### src/rtl/class_link_scheduler_pkg.sv
// class_link_scheduler_pkg: stream types, class encoding and scheduler states
package class_link_scheduler_pkg;
  localparam int AXIS_DATA_WIDTH = 32;
  localparam logic CLS_REQ = 1'b0;
  localparam logic CLS_RESP = 1'b1;
  typedef struct packed {
    logic [AXIS_DATA_WIDTH-1:0] tdata;
    logic                       tlast;
    logic                       tvalid;
  } axis_mosi_t;
  typedef struct packed {
    logic tready;
  } axis_miso_t;
  typedef enum logic [1:0] {IDLE, LOCK_REQ, LOCK_RESP} sched_state_t;
endpackage

### src/rtl/class_link_scheduler_pkt_counter.sv
// class_pkt_counter: wrapping packet counter advanced by a one-cycle strobe
module class_pkt_counter #(
  parameter int CNT_WIDTH = 32
) (
  input  logic                 clk_i,
  input  logic                 rst_n_i,
  input  logic                 inc_i,
  output logic [CNT_WIDTH-1:0] cnt_o
);
  always_ff @(posedge clk_i or negedge rst_n_i)
    if (!rst_n_i) cnt_o <= '0;
    else if (inc_i) cnt_o <= cnt_o + 1'b1;
endmodule

### src/rtl/class_link_scheduler.sv
// class_link_scheduler: packet-granular RESP-priority mux of two stream classes onto one link
module class_link_scheduler
  import class_link_scheduler_pkg::*;
#(
  parameter int MAX_RESP_STREAK = 4,
  parameter int STREAK_WIDTH    = $clog2(MAX_RESP_STREAK + 1),
  parameter int CNT_WIDTH       = 32
) (
  input  logic                 clk_i,
  input  logic                 rst_n_i,
  input  axis_mosi_t           req_mosi_i,
  output axis_miso_t           req_miso_o,
  input  axis_mosi_t           resp_mosi_i,
  output axis_miso_t           resp_miso_o,
  output axis_mosi_t           out_mosi_o,
  input  axis_miso_t           out_miso_i,
  output logic                 out_class_o,
  output logic [CNT_WIDTH-1:0] pkt_cnt_req_o,
  output logic [CNT_WIDTH-1:0] pkt_cnt_resp_o
);
  localparam logic [STREAK_WIDTH-1:0] SMAX = STREAK_WIDTH'(MAX_RESP_STREAK);
  sched_state_t state_q, state_d;
  logic [STREAK_WIDTH-1:0] streak_q, streak_d;
  logic resp_win, sel_cls, active, xfer, done;
  axis_mosi_t sel;
  always_comb begin
    resp_win = resp_mosi_i.tvalid && (streak_q < SMAX || !req_mosi_i.tvalid);
    sel_cls = state_q == LOCK_RESP || (state_q == IDLE && resp_win);
    active = rst_n_i && (state_q != IDLE || req_mosi_i.tvalid || resp_mosi_i.tvalid);
    sel = sel_cls ? resp_mosi_i : req_mosi_i;
    out_mosi_o = active ? sel : '0;
    out_class_o = sel_cls;
    req_miso_o.tready = active && sel_cls == CLS_REQ && out_miso_i.tready;
    resp_miso_o.tready = active && sel_cls == CLS_RESP && out_miso_i.tready;
    xfer = out_mosi_o.tvalid && out_miso_i.tready;
    done = xfer && out_mosi_o.tlast;
    state_d = !xfer ? state_q : out_mosi_o.tlast ? IDLE : sel_cls ? LOCK_RESP : LOCK_REQ;
    streak_d = !done ? streak_q :
               (sel_cls == CLS_RESP && req_mosi_i.tvalid) ? (streak_q == SMAX ? SMAX : streak_q + 1'b1) : '0;
  end
  always_ff @(posedge clk_i or negedge rst_n_i)
    if (!rst_n_i) begin
      state_q <= IDLE;
      streak_q <= '0;
    end else begin
      state_q <= state_d;
      streak_q <= streak_d;
    end
  class_pkt_counter #(.CNT_WIDTH(CNT_WIDTH)) u_cnt_req (
    .clk_i(clk_i), .rst_n_i(rst_n_i), .inc_i(done && sel_cls == CLS_REQ), .cnt_o(pkt_cnt_req_o)
  );
  class_pkt_counter #(.CNT_WIDTH(CNT_WIDTH)) u_cnt_resp (
    .clk_i(clk_i), .rst_n_i(rst_n_i), .inc_i(done && sel_cls == CLS_RESP), .cnt_o(pkt_cnt_resp_o)
  );
endmodule

### config.mk
export PLATFORM = sky130hd
export DESIGN_NAME = class_link_scheduler
export DESIGN_NICKNAME = d
export VERILOG_FILES = /design/src/rtl/class_link_scheduler_pkg.sv /design/src/rtl/class_link_scheduler_pkt_counter.sv /design/src/rtl/class_link_scheduler.sv
export SDC_FILE = /design/constraint.sdc
export NUM_CORES = 1
export LEC_CHECK = 0
export ABC_AREA = 1
export CORE_UTILIZATION = 30
export CTS_CLUSTER_SIZE = 14
export DETAILED_ROUTE_END_ITERATION = 10
export GPL_ROUTABILITY_DRIVEN = 1
export SLEW_MARGIN = 10
export SYNTH_ARGS = -nofsm -noshare
export SYNTH_HDL_FRONTEND = slang
export SYNTH_SLANG_ARGS = --single-unit
### constraint.sdc
create_clock -name clk_i -period 5.1 [get_ports clk_i]
set_clock_uncertainty 0.05 [all_clocks]
set_input_delay 1.02 -clock clk_i [delete_from_list [all_inputs] [get_ports clk_i]]
set_output_delay 1.02 -clock clk_i [all_outputs]
set_load 0.03 [all_outputs]
==> impl_metrics.toml <==
[run_status]
run_status = "complete, no violations"

[floorplanning]
die_height_um = 130
boundaryPins = 172
core_region_area_um2 = 15900
placement_rows = 46
die-area_um2 = 16800
die-width_um = 130
initial_core_util_pct = 30.8

[cts]
clock-root-buffer = "clkbuf_16"
max-clock-path-buffers = 2
clock_tree.htree_level_count = 3
postCtsResizedCells = 0
worst_skew_late_latency_ns = 0.33
clkSinkCount = 69
buffers_inserted_during_post_cts_setup_optimization = 0
hold_buffers = 0
cts_inserted_buffers = 9
clock_tree_from_tritoncts = "built"
clk_pin_slew_worst_paths_ns = 0.05

[drt]
firstDrtPassIters = 5
detail_route_met2_wl_um = 7050
num_vias = 5355
drt-total-wl_um = 14800
m1WireLength_um = 6670
detailedRoute.firstIterationViolations = 358
routed_wire_length_per_instance_um = 12.4
drcViolationCount = 0
top_signal_layer_used = "met4"
routed-wl-met3_um = 935
detail_route.vias_per_cell = 4.50
ant_nets = 0

[placement]
routability_congestion_estimate = 0.789
port_buffers = 171
postPlaceCellArea_um2 = 6690
dpl.hpwl_um = 10700

[synthesis]
xor_and_xnor_area_share_after_synthesis_pct = 2.33
synth-adder-area-share_pct = 1.02
synth-seq-area-share_pct = 35.3
netlist_area_um2 = 4890
portion_of_netlist_area_occupied_by_mux_cells_pct = 0
synth_area_per_cell_um2 = 6.04
instance_count_of_the_mapped_netlist = 809
asyncSetResetFlopFracSynth_pct = 100
synth_top_flop_cell = "dfrtp_1"
synth_top_family_by_area = "simple AND/OR/NAND/NOR gates"
synthSimpleGateAreaFrac_pct = 49.8
yosys_warnings = 0
syn_nets = 884
synth_edf_count = 0
synth.ff_latch_count = 69
synthDistinctLibCells = 23
synth-compound-area-share_pct = 1.48

[global_routing]
pin_count_of_the_biggest_net_entering_global_routing = 111
globalRouteTotalUtil_pct = 17.4
grt_antenna_before_repair = 0
vias_in_the_first_global_route = 4772
grt_pass1_wl_um = 23300
globalRouteOverflowTotal = 0

[sta]
finalHoldViolCount = 0
worst_hold_slack_ns = 0.459
totalNegativeSetupSlack_ns = 0
max-slew-margin-rel_pct = 38.0
maxSlewViolCount = 0
max_clock_freq_ghz = 0.241
setup_viol = 0
post-route-min-period_ns = 4.14
min_period_over_period_pct = 81.2
grt_setup_unrepaired = "false"
worst_pin_slew_ns = 0.929

[cells_and_area]
layout_common_cells = "nand2_1, clkdlybuf4s50_1, nand3_1"
num_antenna_cells = 0
post-route-cell-area_um2 = 7010
design.final.nets = 1045
area_growth_syn_to_layout_pct = 43.3
final_common_cell = "nand2_1"
drive_gt1_share_pct = 6.36
final_core_utilization_pct = 44.1

[worst_setup_path]
crit_path_max_incr_delay_ns = 0.67
cp_max_fo = 10
crit_path_end_kind = "output port"
cp.required_ns = 4.03
critical-path-top-delay-family = "buffers and inverters"
critPathMostFrequentCell = "nand2_1"
setup.worst_path.class = "in2out"
r2r_slack_ns = 2.55
cp_cell_sequence = "clkdlybuf4s50_1 > nand2_1 > nand3_1 > nand2_1 > nand2_1 > nand2_1 > nand2_1 > inv_1 > clkdlybuf4s50_1"
timing.critical_path.arrival_ns = 3.07
setup.worst_path.start_class = "input pin"
slowest_stage = "clkdlybuf4s50_1"
timing.critical_path.buf_inv = 3

[run]
cap_viol_max_count = 0

[power]
pwr_density_nw_per_um2 = 295
static-leakage-power_nw = 3.25
worst_ir_drop_vdd_mv = 0.135

[worst_hold_path]
hold_crit_class = "reg2reg"
per-stage QoR:
step	setup WS, ns	total power, mW	instances
2_1_floorplan	1.93	1.11	809
3_3_place_gp	1.02	1.43	1175
3_5_place_dp	0.959	1.43	1175
4_1_cts	0.950	2.10	1191
5_1_grt	0.781	2.18	1191
6_report	0.959	2.07	1191
final cells by class:
type	instances	area (µm²)
flip-flops and latches	69	1730
fillers	1674	8880
well taps	216	270
inverters	89	334
repair buffers	177	1690
clock buffers	12	267
clock inverters	4	45.0
multi-input cells	624	2680
final timing paths:
check | start | depth (start not counted) | endpoint
setup / recovery | req_mosi_i[0] | 9 | out_mosi_o[1]
hold / removal | u_cnt_req.cnt_o[31]$_DFFE_PN0P_ | 2 | u_cnt_req.cnt_o[31]$_DFFE_PN0P_
setup reg to reg | state_q[0]$_DFFE_PN0N_ | 11 | u_cnt_resp.cnt_o[1]$_DFFE_PN0P_
hold reg to reg | u_cnt_req.cnt_o[31]$_DFFE_PN0P_ | 2 | u_cnt_req.cnt_o[31]$_DFFE_PN0P_
max in group asynchronous | rst_n_i | 2 | u_cnt_resp.cnt_o[14]$_DFFE_PN0P_
min in group asynchronous | rst_n_i | 2 | u_cnt_resp.cnt_o[25]$_DFFE_PN0P_
per-layer routing:
layer  vias up  track usage (%)
met1      2399             22.4
met3         9             2.60
met5         -                0
met2       138             30.2
li1       2809                -
met4         0             5.34
flip-flops by register name (all words and copies together) (netlist names):
name,count
state_q,2
u_cnt_req.cnt_o,32
streak_q,3
u_cnt_resp.cnt_o,32
cell families after synthesis:
logic type	after synthesis
simple gates	596
flops	69
buf+inv	116
fa+ha+maj	4
xor+xnor	13
compound gates	11
where the power goes:
group | switching [mW] | internal, mW | leakage, nW
registers | 0.0325 | 0.579 | 0.953
clock network | 0.245 | 0.416 | 0.158
logic | 0.522 | 0.274 | 2.14
cells in the mapped netlist (2+ instances only):
library cell,number,area (µm²)
clkbuf_1,9,33.8
nand3b_1,8,60.1
nor3_1,3,15.0
dfrtp_1,69,1730
nand3_1,115,576
buf_4,10,75.1
xor2_1,9,78.8
nor2_1,96,360
buf_2,4,20.0
buf_1,2,7.51
ha_1,4,50.1
nand2_2,2,12.5
xnor2_1,4,35.0
nor2_2,2,12.5
nand2_1,367,1380
inv_1,88,330
a21oi_1,5,25.0
o21ai_0,4,20.0
buf_6,2,22.5
nand4_1,3,18.8
worst reg2reg max path: cells and delay by family (launching register included):
family | cells | cell delay (ns)
buffers and inverters | 1 | 0.38
flip-flops | 1 | 0.38
AND/OR/NAND/NOR | 10 | 1.63
(Power assumes the default switching activity.)
